**config.mk**
```make
export PLATFORM = sky130hd
export DESIGN_NAME = ppi_strobed
export DESIGN_NICKNAME = d
export VERILOG_FILES = /design/src/rtl/ppi_pkg.sv /design/src/rtl/ppi_hs_port.sv /design/src/rtl/ppi_strobed.sv
export SDC_FILE = /design/constraint.sdc
export NUM_CORES = 1
export LEC_CHECK = 0
export ABC_AREA = 1
export CORE_ASPECT_RATIO = 0.75
export CORE_MARGIN = 8
export CORE_UTILIZATION = 50
export CTS_CLUSTER_SIZE = 25
export DETAILED_ROUTE_END_ITERATION = 12
export HOLD_SLACK_MARGIN = 0.08
export PLACE_DENSITY = 0.77
export SLEW_MARGIN = 15
export SYNTH_ARGS = -nofsm -noshare
export SYNTH_HDL_FRONTEND = slang
export SYNTH_HIERARCHICAL = 1
export SYNTH_SLANG_ARGS = --single-unit
export TNS_END_PERCENT = 30
```
**constraint.sdc**
```tcl
create_clock -name CLK -period 2 [get_ports CLK]
set_input_delay 0.6 -clock CLK [delete_from_list [all_inputs] [get_ports CLK]]
set_output_delay 0.6 -clock CLK [all_outputs]
set_load 0.1 [all_outputs]
```
**src/rtl/ppi_pkg.sv**
```systemverilog
// ppi_pkg: shared encodings for the strobed parallel port.
// Control-word layout, status bit positions and register selects.
package ppi_pkg;

    typedef enum logic [1:0] {
        MODE_0 = 2'b00,
        MODE_1 = 2'b01
    } mode_e;

    typedef enum logic [1:0] {
        SEL_A   = 2'd0,
        SEL_B   = 2'd1,
        SEL_C   = 2'd2,
        SEL_CTL = 2'd3
    } sel_e;

    localparam logic [7:0] RESET_CW = 8'h9B;

    localparam int CW_FLAG      = 7;
    localparam int CW_MODE_A_HI = 6;
    localparam int CW_MODE_A_LO = 5;
    localparam int CW_DIR_A     = 4;
    localparam int CW_DIR_CU    = 3;
    localparam int CW_MODE_B    = 2;
    localparam int CW_DIR_B     = 1;
    localparam int CW_DIR_CL    = 0;

    localparam int ST_INTR_B = 0;
    localparam int ST_BF_B   = 1;
    localparam int ST_INTE_B = 2;
    localparam int ST_INTR_A = 3;
    localparam int ST_BF_A   = 4;
    localparam int ST_INTE_A = 5;

    localparam int BSR_INTE_A = 4;
    localparam int BSR_INTE_B = 2;

    // Any non-zero port-A mode code behaves as the strobed mode.
    function automatic mode_e mode_a_of(input logic [1:0] f);
        return (f == 2'b00) ? MODE_0 : MODE_1;
    endfunction

endpackage

```
**src/rtl/ppi_hs_port.sv**
```systemverilog
// ppi_hs_port: one strobed port with pin synchroniser, input latch,
// buffer-full flag, interrupt request and interrupt enable.
module ppi_hs_port #(
    parameter int DATA_W      = 8,
    parameter int SYNC_STAGES = 2
) (
    input  logic              clk,
    input  logic              reset,
    input  logic              mode1,
    input  logic              dir_in,
    input  logic              cw_load,
    input  logic              inte_wr,
    input  logic              inte_val,
    input  logic              port_wr,
    input  logic              read_end,
    input  logic              stb_ack_n,
    input  logic [DATA_W-1:0] pin_in,
    output logic [DATA_W-1:0] pin_sync,
    output logic [DATA_W-1:0] latch,
    output logic              bf,
    output logic              intr,
    output logic              inte
);

    logic [DATA_W-1:0]      din_q [SYNC_STAGES];
    logic [SYNC_STAGES-1:0] hs_q;
    logic                   hs_prev;
    logic                   hs;
    logic                   hs_fall;
    logic [DATA_W-1:0]      latch_n;
    logic                   bf_n;
    logic                   intr_n;
    logic                   inte_n;

    assign pin_sync = din_q[SYNC_STAGES-1];
    assign hs       = hs_q[SYNC_STAGES-1];
    assign hs_fall  = hs_prev & ~hs;

    always_comb begin
        latch_n = latch;
        bf_n    = bf;
        intr_n  = intr;
        inte_n  = inte;
        if (inte_wr) inte_n = inte_val;
        if (!mode1) begin
            bf_n   = 1'b0;
            intr_n = 1'b0;
        end else if (dir_in) begin
            // A strobe on the same edge as a read end keeps the buffer full.
            if (hs_fall) begin
                latch_n = pin_sync;
                bf_n    = 1'b1;
            end else if (read_end) begin
                bf_n = 1'b0;
            end
            intr_n = bf_n & inte_n & hs;
        end else begin
            if (port_wr) begin
                bf_n   = 1'b1;
                intr_n = 1'b0;
            end else begin
                if (hs_fall) bf_n = 1'b0;
                if (!bf && hs && inte) intr_n = 1'b1;
            end
        end
        if (cw_load) begin
            bf_n   = 1'b0;
            intr_n = 1'b0;
            inte_n = 1'b0;
        end
    end

    always_ff @(posedge clk) begin
        if (reset) begin
            for (int i = 0; i < SYNC_STAGES; i++) din_q[i] <= '0;
            hs_q    <= '0;
            hs_prev <= 1'b0;
            latch   <= '0;
            bf      <= 1'b0;
            intr    <= 1'b0;
            inte    <= 1'b0;
        end else begin
            din_q[0] <= pin_in;
            hs_q[0]  <= stb_ack_n;
            for (int i = 1; i < SYNC_STAGES; i++) begin
                din_q[i] <= din_q[i-1];
                hs_q[i]  <= hs_q[i-1];
            end
            hs_prev <= hs;
            latch   <= latch_n;
            bf      <= bf_n;
            intr    <= intr_n;
            inte    <= inte_n;
        end
    end

endmodule

```
**src/rtl/ppi_strobed.sv**
```systemverilog
// ppi_strobed: CPU-facing parallel port with three ports and
// strobed handshakes on ports A and B.
module ppi_strobed
    import ppi_pkg::*;
#(
    parameter int DATA_W      = 8,
    parameter int SYNC_STAGES = 2
) (
    input  logic              CLK,
    input  logic              RESET,
    input  logic              CS,
    input  logic              RD,
    input  logic              WR,
    input  logic [1:0]        A,
    input  logic [DATA_W-1:0] D_IN,
    output logic [DATA_W-1:0] D_OUT,
    output logic              D_OE,
    input  logic [DATA_W-1:0] PA_IN,
    input  logic [DATA_W-1:0] PB_IN,
    input  logic [DATA_W-1:0] PC_IN,
    output logic [DATA_W-1:0] PA_OUT,
    output logic [DATA_W-1:0] PB_OUT,
    output logic [DATA_W-1:0] PC_OUT,
    output logic              PA_OE,
    output logic              PB_OE,
    output logic [DATA_W-1:0] PC_OE,
    input  logic [1:0]        STB_ACK_N,
    output logic [1:0]        BF,
    output logic [1:0]        INTR
);

    localparam int HALF = DATA_W / 2;

    logic [7:0]        cw;
    logic              wr_q;
    logic              rd_q;
    logic [DATA_W-1:0] pc_q [SYNC_STAGES];
    logic [DATA_W-1:0] pc_sync;
    logic [DATA_W-1:0] c_in;
    logic [DATA_W-1:0] pc_bsr;
    logic [DATA_W-1:0] rd_data;
    logic [DATA_W-1:0] pa_sync;
    logic [DATA_W-1:0] pb_sync;
    logic [DATA_W-1:0] pa_latch;
    logic [DATA_W-1:0] pb_latch;
    logic [5:0]        bsr_idx;
    logic              wr_ev;
    logic              cw_wr;
    logic              bsr_wr;
    logic              rd_act;
    logic              rd_end;
    logic              mode_a1;
    logic              mode_b1;
    logic              dir_a;
    logic              dir_b;
    logic              bf_a;
    logic              bf_b;
    logic              intr_a;
    logic              intr_b;
    logic              inte_a;
    logic              inte_b;
    sel_e              sel;

    assign sel     = sel_e'(A);
    assign mode_a1 = (mode_a_of(cw[CW_MODE_A_HI:CW_MODE_A_LO]) == MODE_1);
    assign mode_b1 = cw[CW_MODE_B];
    assign dir_a   = cw[CW_DIR_A];
    assign dir_b   = cw[CW_DIR_B];

    // A write fires once, on the first cycle of the WR strobe.
    assign wr_ev   = ~CS & ~WR & RD & wr_q;
    assign cw_wr   = wr_ev && (sel == SEL_CTL) && D_IN[CW_FLAG];
    assign bsr_wr  = wr_ev && (sel == SEL_CTL) && !D_IN[CW_FLAG];
    assign bsr_idx = 6'(D_IN[6:1] % 6'(DATA_W));
    assign rd_act  = ~CS & ~RD & WR;
    assign rd_end  = ~rd_q & RD & ~CS;

    assign D_OE    = rd_act;
    assign PA_OE   = ~dir_a;
    assign PB_OE   = ~dir_b;
    assign PC_OE   = ~c_in;
    assign pc_sync = pc_q[SYNC_STAGES-1];
    assign BF      = {bf_b, bf_a};
    assign INTR    = {intr_b, intr_a};

    always_comb begin
        c_in   = '0;
        pc_bsr = PC_OUT;
        for (int i = 0; i < DATA_W; i++) begin
            c_in[i] = (i >= HALF) ? cw[CW_DIR_CU] : cw[CW_DIR_CL];
            if (int'(bsr_idx) == i) pc_bsr[i] = D_IN[0];
        end
    end

    always_comb begin
        rd_data = '0;
        unique case (sel)
            SEL_A:   rd_data = dir_a ? (mode_a1 ? pa_latch : pa_sync) : PA_OUT;
            SEL_B:   rd_data = dir_b ? (mode_b1 ? pb_latch : pb_sync) : PB_OUT;
            SEL_C:   rd_data = (pc_sync & c_in) | (PC_OUT & ~c_in);
            SEL_CTL: begin
                rd_data[ST_INTR_B] = intr_b;
                rd_data[ST_BF_B]   = bf_b;
                rd_data[ST_INTE_B] = inte_b;
                rd_data[ST_INTR_A] = intr_a;
                rd_data[ST_BF_A]   = bf_a;
                rd_data[ST_INTE_A] = inte_a;
            end
        endcase
    end

    ppi_hs_port #(.DATA_W(DATA_W), .SYNC_STAGES(SYNC_STAGES)) u_port_a (
        .clk      (CLK),
        .reset    (RESET),
        .mode1    (mode_a1),
        .dir_in   (dir_a),
        .cw_load  (cw_wr),
        .inte_wr  (bsr_wr && mode_a1 && (bsr_idx == 6'(BSR_INTE_A))),
        .inte_val (D_IN[0]),
        .port_wr  (wr_ev && (sel == SEL_A)),
        .read_end (rd_end && (sel == SEL_A)),
        .stb_ack_n(STB_ACK_N[0]),
        .pin_in   (PA_IN),
        .pin_sync (pa_sync),
        .latch    (pa_latch),
        .bf       (bf_a),
        .intr     (intr_a),
        .inte     (inte_a)
    );

    ppi_hs_port #(.DATA_W(DATA_W), .SYNC_STAGES(SYNC_STAGES)) u_port_b (
        .clk      (CLK),
        .reset    (RESET),
        .mode1    (mode_b1),
        .dir_in   (dir_b),
        .cw_load  (cw_wr),
        .inte_wr  (bsr_wr && mode_b1 && (bsr_idx == 6'(BSR_INTE_B))),
        .inte_val (D_IN[0]),
        .port_wr  (wr_ev && (sel == SEL_B)),
        .read_end (rd_end && (sel == SEL_B)),
        .stb_ack_n(STB_ACK_N[1]),
        .pin_in   (PB_IN),
        .pin_sync (pb_sync),
        .latch    (pb_latch),
        .bf       (bf_b),
        .intr     (intr_b),
        .inte     (inte_b)
    );

    always_ff @(posedge CLK) begin
        if (RESET) begin
            cw     <= RESET_CW;
            wr_q   <= 1'b1;
            rd_q   <= 1'b1;
            D_OUT  <= '0;
            PA_OUT <= '0;
            PB_OUT <= '0;
            PC_OUT <= '0;
            for (int i = 0; i < SYNC_STAGES; i++) pc_q[i] <= '0;
        end else begin
            wr_q    <= WR;
            rd_q    <= RD;
            pc_q[0] <= PC_IN;
            for (int i = 1; i < SYNC_STAGES; i++) pc_q[i] <= pc_q[i-1];
            if (rd_act) D_OUT <= rd_data;
            if (cw_wr) begin
                cw     <= D_IN[7:0];
                PA_OUT <= '0;
                PB_OUT <= '0;
                PC_OUT <= '0;
            end else begin
                if (bsr_wr) PC_OUT <= pc_bsr;
                if (wr_ev && (sel == SEL_A)) PA_OUT <= D_IN;
                if (wr_ev && (sel == SEL_B)) PB_OUT <= D_IN;
                if (wr_ev && (sel == SEL_C)) PC_OUT <= D_IN;
            end
        end
    end

endmodule

```
; ---- Word level (Yosys, flattened, before mapping)
; Memories as Yosys holds them, arrays and structs flattened.
; Cells that the tools add are included.
[classes]
n_reduce_logical = 48
bitwise = 33
eq_ne = 13
n_mux = 48
[ops]
columns = cell, count
row1 = $mux W8, 12
row2 = $mux W1, 34
row3 = $pmux W6 S4, 1
row4 = $reduce_bool A2 Y1, 9
row5 = $and A8 B8 Y8, 2
row6 = $logic_and A1 B1 Y1, 16
row7 = $reduce_and A2 Y1, 8
row8 = $eq A3 B3 Y1 const B, 5
row9 = $and A1 B1 Y1, 13
row10 = $reduce_bool A3 Y1, 4
row11 = $not A1 Y1, 10
row12 = $eq A3 B2 Y1 const B, 3
row13 = $not A8 Y8, 1
row14 = $or A8 B8 Y8, 1
row15 = $logic_not A6 Y1, 1
row16 = $or A1 B1 Y1, 6
row17 = $pmux W2 S3, 1
row18 = $reduce_and A3 Y1, 2
row19 = $reduce_or A3 Y1, 2
row20 = $eq A2 B2 Y1 const B, 2
row21 = $logic_not A2 Y1, 2
row22 = $eq A3 B1 Y1 const B, 1
row23 = $logic_not A1 Y1, 3
row24 = $eq A2 B1 Y1 const B, 1
row25 = other kinds (2), 2
[word_totals]
word_cells = 171
output_inout_bits = 47
ramBits = 48
reg_bits = 69
memories = 3
[mem_list]
columns = memory, depth, word_bits, read_ports, rd_clocked_by_memory_dff, write_ports, line_no
row1 = pc_q, 2, 8, 2, 0, 2, ppi_strobed.sv:37  ; logic [DATA_W-1:0] pc_q [SYNC_STAGES];
row2 = u_port_a.din_q, 2, 8, 2, 0, 2, ppi_hs_port.sv:25  ; logic [DATA_W-1:0] din_q [SYNC_STAGES];
row3 = u_port_b.din_q, 2, 8, 2, 0, 2, ppi_hs_port.sv:25

; ---- Longest topological paths before layout
; Gate-level depths: netlist (run 1).
[depth]
ltp_word = 12
depth_mapped = 12
depth_no_buf = 11

; ---- Modules after synthesis
; The synthesis (run 1) kept the hierarchy.
[modules_own_cells]
columns = module, cells_each, area_per_inst_um2, seq_area_each_um2, n_inst
row1 = ppi_strobed, 469, 3113.0, 1141.1, 1
row2 = ppi_hs_port, 132, 1062.3, 600.6, 2

; ---- Worst setup path after synthesis (run 1)
; Ideal clock, no wire load.
[synth_path]
path_kind = input -> output
startpoint = input CS
endpoint = output D_OE
t_arrival_ns = 1.544
required_time_ns = 1.400
setup_slack_ns = -0.144
n_path_buf = 1
path_stages = 2
path_cell_list = nor3_1 -> buf_2
[synth_via]
elab_chain_len = 3
[synth_rtl]
columns = element, line_no
row1 = "start, declared", ppi_strobed.sv:11  ; input logic CS,
row2 = $not A1 Y1, ppi_strobed.sv:75  ; assign rd_act = ~CS & ~RD & WR;
row3 = $and A1 B1 Y1 (2 in a row), ppi_strobed.sv:75
row4 = "end, declared", ppi_strobed.sv:17  ; output logic D_OE,
; Every way passes these cells.

; ---- Worst setup path after layout (run 1)
[layout_path]
startpoint = input RD
endpoint = output D_OE
[layout_via]
elab_chain_len = 3
[layout_rtl]
columns = element, line_no
row1 = "start, declared", ppi_strobed.sv:12  ; input logic RD,
row2 = $not A1 Y1, ppi_strobed.sv:75
row3 = $and A1 B1 Y1 (2 in a row), ppi_strobed.sv:75
; Every way passes these cells.

==> run_results.csv, run 1 <==
group,metric,value,unit
floorplanning,dieWidth,134,um
logic_synthesis,count_of_mapped_cells_out_of_synthesis,733,
floorplanning,total_die_area,14000,um2
sta,finalHoldViolCount,0,
grt,grt_overflow,0,
place,finalWeightedCongestion,0.903,
finish,final_area,7510,um2
setup_path,critical_path.reg2reg.startpoint,"wr_q",
logic_synthesis,ys_seq_area_frac,0.447,
routing,first_pass_detailed_route_iteration_total,6,
cts,clk_pin_slew,60,ps
grt,pin_count_of_the_biggest_net_entering_global_routing,62,
setup_path,r2r_setup_slack,500,ps
sta,period_minus_slack,1950,ps
logic_synthesis,portion_of_synthesized_cell_area_occupied_by_the_leading_cell_type,0.447,
logic_synthesis,synth_largest_area_cell,"sky130_fd_sc_hd__dfxtp_1",
pwr,peakVddDrop,0.000607,V
routing,vias_per_cell,4.99,
routing,via_count,4963,
pwr,clockPowerShare,0.520,
setup_path,critical_path.max_fanout,3,
logic_synthesis,yosysWarningCount,6,
floorplanning,die_h,105,um
logic_synthesis,post_synth_cell_types,31,
floorplanning,boundaryPins,88,
setup_path,cp.arrival,1350,ps
logic_synthesis,synth.cell_area,5240,um2
worst_hold_path,min-delay-start,"u_port_a/din_q[0][4]",
pwr,power_frac_seq,0.387,
pwr,netSwitchingPower,1.51,mW
place,hpwlAfterDp,10.9,mm
pwr,overall_power,6.28,mW
logic_synthesis,post_synth_main_area_contributors,"sky130_fd_sc_hd__dfxtp_1 (45%), sky130_fd_sc_hd__nand2_1 (14%), sky130_fd_sc_hd__nor2_1 (8.8%)",
grt,number_of_antenna_violations_at_the_first_check_in_global_routing,0,
worst_hold_path,hold-path-cell-count,2,
worst_hold_path,worst_hold_path.endpoint,"u_port_a/din_q[0][12]",
worst_hold_path,hp-class,"reg2reg",
finish,antenna-diode-count,0,
cts,cts_buf_count,17,
cts,clock_tree_from_tritoncts,"built",
flow_run,max_cap_viol_count,0,
place,placed_cell_area,6850,um2
sta,final_cycle_share,0.975,
routing,drt-total-wl,14.9,mm
routing,avgRoutedWirePerCell,15.0,um
sta,worst_slew_pin_slew,582,ps
finish,nFillCells,802,
run_status,outcome,"finished, final reports clean",
grt,gr-usage-all-layers,0.217,
place,port_buffer_count,87,
logic_synthesis,synth-seq-cells,117,
cts,clk_latency,410,ps
setup_path,setup.worst_path.start_class,"primary input",
floorplanning,start_util,0.511,
cts,cts_sinks,117,
cts,ctsHoldBuffers,0,
sta,setup_repair_after_global_routing_missed_its_margin,"no",
sta,setup_violations,0,
finish,layout.nets,886,
grt,number_of_global_route_vias_before_repair,4803,
pwr,share_comb_of_total_power,0.092,
setup_path,required_time_of_the_critical_path,1400,ps
finish,drive_gt1_frac,0.221,
finish,syn_to_final_growth,43.5,%
sta,final_max_slew_viol_count,0,
logic_synthesis,syn_avg_cell_area,7.15,um2
pwr,leakage_power_total,3.44,nW
sta,slew_headroom,0.611,
floorplanning,std_cell_rows,32,
sta,fmax,513,MHz
setup_path,r2r-end,"u_port_b/intr",
setup_path,criticalPathCategory,"in2out",
grt,grt_first_pass_wirelength,24.3,mm
cts,cts.root.buffer_cell,"sky130_fd_sc_hd__clkbuf_16",
setup_path,reg2reg_depth,9,
cts,htreeDepth,4,
setup_path,end_kind,"output pin",
pwr,internal-power,4.77,mW
pwr,sw_share,0.241,
routing,route.antenna.remaining_nets,0,
logic_synthesis,synth_nets,774,
sta,final.setup_skew,6.36,ps
routing,drc_errors,0,
pwr,powerDensity,835,nW/um2
routing,drt_iter0_markers,365,
cts,cts.path.max_buffers,2,
floorplanning,core-area,10200,um2
-- worst max-delay path, stage by stage --
cell	delay, ps
sky130_fd_sc_hd__clkdlybuf4s15_1	220
sky130_fd_sc_hd__nor3_2	200
sky130_fd_sc_hd__buf_4	160
sky130_fd_sc_hd__buf_12	160
-- routing by layer --
| layer | global-route usage | vias to the layer above | part of all wire |
|---|---|---|---|
| li1 | - | 2453 | - |
| met2 | 0.347 | 216 | 0.47 |
| met3 | 0.0684 | 23 | 0.090 |
| met1 | 0.270 | 2271 | 0.42 |
| met4 | 0.0743 | 0 | 0.016 |
| met5 | 0 | - | 0 |
-- power by group through the flow --
stage	logic [mW]	registers, mW	clock network [mW]
final	0.580	2.43	3.26
after detailed placement	0.570	2.48	0
after floorplan	0.257	2.54	0
after CTS	0.576	2.43	3.29
after global placement	0.559	2.48	0
after global routing	0.623	2.44	3.39
-- registers in the layout (all words and copies together), names as in the netlist, 2 cells and up --
| name | flops |
|---|---|
| pc_q | 16 |
| u_port_a/din_q | 16 |
| u_port_b/din_q | 16 |
| D_OUT | 8 |
| PA_OUT | 8 |
| PB_OUT | 8 |
| PC_OUT | 8 |
| u_port_a/latch | 8 |
| u_port_b/latch | 8 |
| cw | 7 |
| u_port_a/hs_q | 2 |
| u_port_b/hs_q | 2 |
-- layout by cell type, fill, tap and decap left out, drive strengths merged --
master / netlist / layout
dlygate4sd2: 0 / 1
clkdlybuf4s50: 0 / 36
nand4: 7 / 7
nor2: 128 / 128
clkdlybuf4s15: 0 / 2
or2: 2 / 2
nand3: 43 / 43
o21ai: 37 / 37
buf: 44 / 102
nor3b: 2 / 2
inv: 99 / 99
bufinv: 0 / 4
clkinvlp: 0 / 6
dfxtp: 117 / 117
clkbuf: 4 / 18
nand2: 202 / 202
a21oi: 37 / 37
nor4: 1 / 1
o211ai: 4 / 4
nor3: 1 / 1
clkinv: 5 / 9
-- how the worst max path moves through the flow --
stage | end | from | cells after the start | slack, ps
6_report | D_OE | RD | 4 | 50
5_1_grt | u_port_a/intr | D_IN[1] | 11 | 0.2
3_5_place_dp | u_port_b/intr | RD | 10 | -300
2_1_floorplan | PC_OE[5] | cw[3] | 2 | -50
4_1_cts | PC_OE[7] | cw[3] | 2 | 9
3_3_place_gp | u_port_b/intr | RD | 10 | -230
-- kinds of logic (layout without fill, tap and decap cells) --
kind of cell | Yosys count | after routing | share of synthesized area
compound gates | 78 | 78 | 0.0865
flops | 117 | 117 | 0.447
simple gates | 386 | 386 | 0.323
buf+inv | 152 | 277 | 0.143
-- repair_timing --
action                                  in CTS  in global routing
pin swaps                                    1                  1
endpoints found under the setup margin       5                  7
buffers inserted                             0                  1
resized for setup                            6                  6
-- cells in the mapped netlist (all sizes together) --
cell type    n
o211ai       4
nor2       128
nor3         1
clkbuf       4
buf         44
nand2      202
nor4         1
dfxtp      117
clkinv       5
nand3       43
a21oi       37
nor3b        2
nand4        7
o21ai       37
or2          2
inv         99
-- layout make-up --
| type | instances | area (um2) | share of cell area |
|---|---|---|---|
| Inverter | 104 | 414 | 0.0551 |
| Clock buffer | 18 | 439 | 0.0585 |
| Tap cell | 136 | 170 | 0.0226 |
| Timing Repair Buffer | 141 | 1790 | 0.238 |
| Clock inverter | 14 | 201 | 0.0268 |
| Multi-Input combinational cell | 464 | 2150 | 0.286 |
| Sequential cell | 117 | 2350 | 0.312 |
-- metrics by stage --
step | instances | hold WS, ps | setup WS, ps | TNS, ps | util
global placement | 961 | 391 | -228 | -6480 | 0.668
finish | 994 | 399 | 49.8 | 0 | 0.733
floorplan | 733 | 388 | -52.9 | -159 | -
detailed placement | 961 | 393 | -298 | -8530 | 0.668
CTS | 993 | 400 | 9.15 | 0 | 0.731
global route | 994 | 416 | 0.191 | 0 | 0.733
Power figures use the tool's default switching activity.
==> run 2: changes to the inputs <==
Settings changed: ABC_CLOCK_PERIOD_IN_PS set to 2000, CORE_MARGIN 8 to 4, REMOVE_ABC_BUFFERS set to 1.
==> run_results.csv, run 2 (synthesized netlist as in run 1, its figures left out) <==
group,metric,value,unit
run_status,outcome,"finished, final reports clean",
routing,drt_iter0_markers,505,
cts,cts.path.max_buffers,2,
floorplanning,core-area,10200,um2
setup_path,cpPeakStageDelay,280,ps
setup_path,critical_path.cell_chain,"dlygate4sd2_1 -> nor3_2 -> buf_4 -> buf_12",
sta,final_max_slew_viol_count,0,
place,port_buffer_count,87,
finish,largest_registers,"pc_q: 16 flops, u_port_a/din_q: 16 flops, u_port_b/din_q: 16 flops",
grt,grt_overflow,0,
cts,clk_pin_slew,50,ps
finish,most-common-layout-cells,"sky130_fd_sc_hd__nand2_1 (191), sky130_fd_sc_hd__nor2_1 (123), sky130_fd_sc_hd__dfxtp_1 (116), sky130_fd_sc_hd__inv_1 (87), sky130_fd_sc_hd__buf_12 (53)",
routing,drc_errors,0,
finish,antenna-diode-count,0,
routing,vias_per_cell,5.05,
sta,finalHoldViolCount,0,
worst_hold_path,hold-path-cell-count,2,
sta,final_cycle_share,0.982,
floorplanning,dieWidth,126,um
finish,drive_gt1_frac,0.211,
finish,layout.nets,882,
sta,fin_worst_hold_slack,398,ps
place,hpwlAfterDp,10.5,mm
sta,slew_headroom,0.751,
setup_path,required_time_of_the_critical_path,1400,ps
pwr,leakage_power_total,3.43,nW
pwr,overall_power,6.25,mW
setup_path,end_kind,"output pin",
cts,cts_sinks,117,
sta,setup_repair_after_global_routing_missed_its_margin,"yes",
finish,final_area,7500,um2
cts,cts_buf_count,17,
place,finalWeightedCongestion,0.915,
grt,number_of_antenna_violations_at_the_first_check_in_global_routing,0,
sta,period_minus_slack,1960,ps
grt,number_of_global_route_vias_before_repair,4929,
routing,avgRoutedWirePerCell,14.9,um
routing,first_pass_detailed_route_iteration_total,5,
setup_path,reg2reg_depth,9,
floorplanning,boundaryPins,88,
floorplanning,std_cell_rows,32,
finish,nFillCells,789,
cts,clock_tree_from_tritoncts,"built",
floorplanning,start_util,0.511,
setup_path,cp_top_family,"buffers and inverters",
setup_path,critical_path.max_fanout,3,
grt,gr-usage-all-layers,0.241,
grt,pin_count_of_the_biggest_net_entering_global_routing,52,
place,placed_cell_area,6820,um2
cts,clk_latency,400,ps
setup_path,crit_path_top_delay_cell,"sky130_fd_sc_hd__dlygate4sd2_1",
finish,final_core_util,0.732,
sta,fmax,509,MHz
cts,ctsHoldBuffers,0,
setup_path,r2r_setup_slack,480,ps
setup_path,r2r-end,"u_port_a/intr",
worst_hold_path,min-delay-start,"pc_q[0][0]",
floorplanning,die_h,96.6,um
routing,via_count,5004,
finish,final_common_cell,"sky130_fd_sc_hd__nand2_1",
grt,grt_first_pass_wirelength,23.7,mm
setup_path,cp.arrival,1360,ps
pwr,powerDensity,834,nW/um2
finish,syn_to_final_growth,43.2,%
finish,area.sequential,2350,um2
cts,cts.root.buffer_cell,"sky130_fd_sc_hd__clkbuf_16",
cts,htreeDepth,4,
routing,route.antenna.remaining_nets,0,
worst_hold_path,worst_hold_path.endpoint,"pc_q[0][8]",
sta,worst_slew_pin_slew,373,ps
flow_run,max_cap_viol_count,0,
setup_path,critical_path.reg2reg.startpoint,"wr_q",
sta,final.setup_skew,5.28,ps
setup_path,cp_num_buf_inv,3,
floorplanning,total_die_area,12200,um2
sta,setup_violations,0,
finish,area_used_by_multi_input_combinational_logic,2150,um2
worst_hold_path,hp-class,"reg2reg",
setup_path,setup.worst_path.start_class,"primary input",
setup_path,criticalPathCategory,"in2out",
routing,drt-total-wl,14.8,mm
pwr,peakVddDrop,0.000571,V
## run 2: cell types whose count changed in the layout (fill, tap and decap cells not counted), moves of 3 or more
cell and delta:
sky130_fd_sc_hd__clkbuf_1 +3, sky130_fd_sc_hd__clkbuf_8 +3, sky130_fd_sc_hd__buf_4 -6, sky130_fd_sc_hd__dfxtp_2 -3, sky130_fd_sc_hd__clkinv_4 -3
## run 2: worst register-to-register path, delay by kind of cell (launching register included)
kind	cells	cell delay [ps]
buffers and inverters	1	60
DFF	1	320
AOI/OAI and AO/OA	1	160
and+or+nand+nor	7	870
## run 2: through the flow
stage	cells	TNS, ps	worst slack, ps
after CTS	989	-68.2	-17.2
after detailed placement	956	-8780	-324
after floorplan	685	-28190	-1950
final	990	0	35.9
after global routing	990	-15.2	-15.2
after global placement	956	-6860	-257
## run 2: final cells by class
cell class	count	area share
Clock inverter	8	0.0194
Clock buffer	24	0.0656
Sequential cell	117	0.313
Multi-Input combinational cell	464	0.287
Timing Repair Buffer	137	0.238
Tap cell	136	0.0227
Inverter	104	0.0552
## run 2: where the power goes
part	internal, mW	switching (mW)	leakage, nW	total [mW]
Sequential	2.40	0.0341	0.956	2.43
Combinational	0.238	0.338	2.17	0.577
Clock	2.21	1.03	0.306	3.24
Total	4.85	1.40	3.43	6.25
## run 2: per-layer routing
metal	routed length, um	up-vias	track usage
met2	6920	215	0.381
met3	1240	27	0.0679
met1	6330	2326	0.316
met5	0	-	0
met4	259	0	0.0833
li1	-	2436	-
## run 2: how the worst max path moves through the flow
stage          start       endpoint  slack (ps)  cells after the start
4_1_cts        cw[3]       PC_OE[7]         -20                      2
3_3_place_gp      RD  u_port_b/intr        -260                     10
6_report          RD           D_OE          40                      4
2_1_floorplan     CS           D_OE       -1950                      1
3_5_place_dp      RD  u_port_b/intr        -320                     10
5_1_grt           RD           D_OE         -20                      4
## run 2: repair_timing
| item | CTS | global route |
|---|---|---|
| pin swaps | 1 | 0 |
| setup buffers | 1 | 1 |
| gates resized for setup | 5 | 4 |
| setup endpoints to repair | 5 | 9 |
==> run 3: changes to the inputs <==
Settings changed: PLACE_DENSITY 0.77 to 0.76.
==> run_results.csv, run 3 (synthesized netlist as in run 1, its figures left out) <==
group,metric,value,unit
run_status,outcome,"finished, final reports clean",
cts,htreeDepth,4,
sta,finalHoldViolCount,0,
routing,drc_errors,0,
place,port_buffer_count,87,
routing,met2RoutedLength,6.84,mm
pwr,powerDensity,783,nW/um2
sta,final_max_slew_viol_count,0,
cts,clk_latency,420,ps
cts,clock_tree_from_tritoncts,"built",
finish,most-common-layout-cells,"sky130_fd_sc_hd__nand2_1 (191), sky130_fd_sc_hd__nor2_1 (123), sky130_fd_sc_hd__dfxtp_1 (116), sky130_fd_sc_hd__inv_1 (88), sky130_fd_sc_hd__buf_12 (53)",
floorplanning,total_die_area,12200,um2
cts,cts.root.buffer_cell,"sky130_fd_sc_hd__clkbuf_16",
pwr,peakVddDrop,0.000618,V
floorplanning,start_util,0.511,
grt,gr-usage-all-layers,0.245,
setup_path,r2r-end,"D_OUT[3]",
cts,ctsHoldBuffers,0,
setup_path,crit_path_top_delay_cell,"sky130_fd_sc_hd__dlygate4sd2_1",
finish,syn_to_final_growth,42.1,%
floorplanning,die_h,96.6,um
worst_hold_path,hp-class,"reg2reg",
sta,setup_violations,0,
finish,layout.nets,886,
setup_path,criticalPathCategory,"in2out",
routing,vias_per_cell,4.98,
routing,avgRoutedWirePerCell,14.8,um
sta,final.setup_skew,9.83,ps
place,pre_cts_slack,-334,ps
finish,antenna-diode-count,0,
floorplanning,std_cell_rows,32,
floorplanning,core-area,10200,um2
cts,clk_pin_slew,50,ps
setup_path,critical_path.reg2reg.startpoint,"cw[0]",
setup_path,cp.arrival,1360,ps
place,finalWeightedCongestion,0.942,
sta,setup_repair_after_global_routing_missed_its_margin,"no",
setup_path,setup.worst_path.start_class,"primary input",
grt,grt_first_pass_wirelength,23.8,mm
grt,grt_overflow,0,
grt,number_of_global_route_vias_before_repair,4686,
finish,largest_registers,"pc_q: 16 flops, u_port_a/din_q: 16 flops, u_port_b/din_q: 16 flops",
sta,period_minus_slack,1960,ps
grt,pin_count_of_the_biggest_net_entering_global_routing,21,
routing,met3_length,1.22,mm
floorplanning,boundaryPins,88,
pwr,leakage_power_total,3.43,nW
setup_path,r2r_setup_slack,460,ps
worst_hold_path,worst_hold_path.endpoint,"pc_q[0][15]",
cts,cts_sinks,117,
routing,first_pass_detailed_route_iteration_total,5,
flow_run,max_cap_viol_count,0,
setup_path,end_kind,"output pin",
floorplanning,dieWidth,126,um
setup_path,required_time_of_the_critical_path,1400,ps
worst_hold_path,hold-path-cell-count,2,
sta,finalWorstSetupSlack,40.3,ps
routing,detail_route.wirelength.met1,6.40,mm
cts,cts_buf_count,17,
sta,fmax,510,MHz
cts,cts.path.max_buffers,2,
worst_hold_path,min-delay-start,"pc_q[0][7]",
sta,worst_slew_pin_slew,468,ps
place,hpwlAfterDp,11.0,mm
sta,final_cycle_share,0.980,
finish,drive_gt1_frac,0.214,
setup_path,critical_path.cell_chain,"dlygate4sd2_1 -> nor3_2 -> buf_4 -> buf_12",
routing,via_count,4947,
routing,drt_iter0_markers,417,
grt,number_of_antenna_violations_at_the_first_check_in_global_routing,0,
setup_path,critical_path.max_fanout,2,
finish,final_common_cell,"sky130_fd_sc_hd__nand2_1",
routing,route.antenna.remaining_nets,0,
finish,nFillCells,804,
sta,fin_worst_hold_slack,400,ps
setup_path,reg2reg_depth,8,
setup_path,cpPeakStageDelay,250,ps
sta,slew_headroom,0.688,
routing,topRoutingLayerUsed,"met4",
routing,drt-total-wl,14.7,mm
run 3: metrics by stage:
stage / instances / cell area, um2 / utilization / setup TNS, ps / power [mW]
finish: 993 / 7440 / 0.726 / 0 / 5.83
global route: 993 / 7440 / 0.726 / 0 / 6.01
CTS: 992 / 7430 / 0.725 / -28.6 / 5.85
detailed placement: 959 / 6860 / 0.669 / -10610 / 3.06
global placement: 959 / 6860 / 0.669 / -7460 / 3.04
floorplan: 685 / 4890 / - / -28190 / 2.74
run 3: area by class of cell:
class	instances	area, um2	area share
clock buffer	22	474	0.0637
inverter	104	410	0.0552
timing repair buffer	141	1810	0.244
multi-input combinational	464	2150	0.289
clock inverter	9	78.8	0.0106
sequential	117	2340	0.315
tap	136	170	0.0229
run 3: critical path: cells and delay by family:
kind / cells / cell delay [ps]
and+or+nand+nor: 1 / 180
buffers and inverters: 3 / 570
run 3: how the worst max path moves through the flow:
stage | start | end | slack (ps) | cells after the start
2_1_floorplan | CS | D_OE | -1950 | 1
3_3_place_gp | RD | u_port_b/intr | -240 | 10
3_5_place_dp | RD | u_port_b/bf | -330 | 9
4_1_cts | cw[0] | PC_OE[0] | -9 | 2
5_1_grt | CS | D_OE | 7 | 4
6_report | CS | D_OE | 40 | 4
run 3: layer usage:
metal	global-route usage	vias to the layer above
met4	0.0750	0
met5	0	-
met2	0.390	225
met3	0.0723	21
met1	0.321	2255
li1	-	2446
run 3: repair_timing:
item | in CTS | in global routing
gates resized for setup | 5 | 3
endpoints found under the hold margin | 0 | 0
buffers inserted | 2 | 1
pin swaps | 1 | 1
endpoints found under the setup margin | 5 | 5
run 3: report_power, final:
group | switching [mW] | internal, mW | leakage (nW)
registers | 0.0344 | 2.40 | 0.955
logic | 0.338 | 0.243 | 2.21
clock network | 1.03 | 1.79 | 0.272
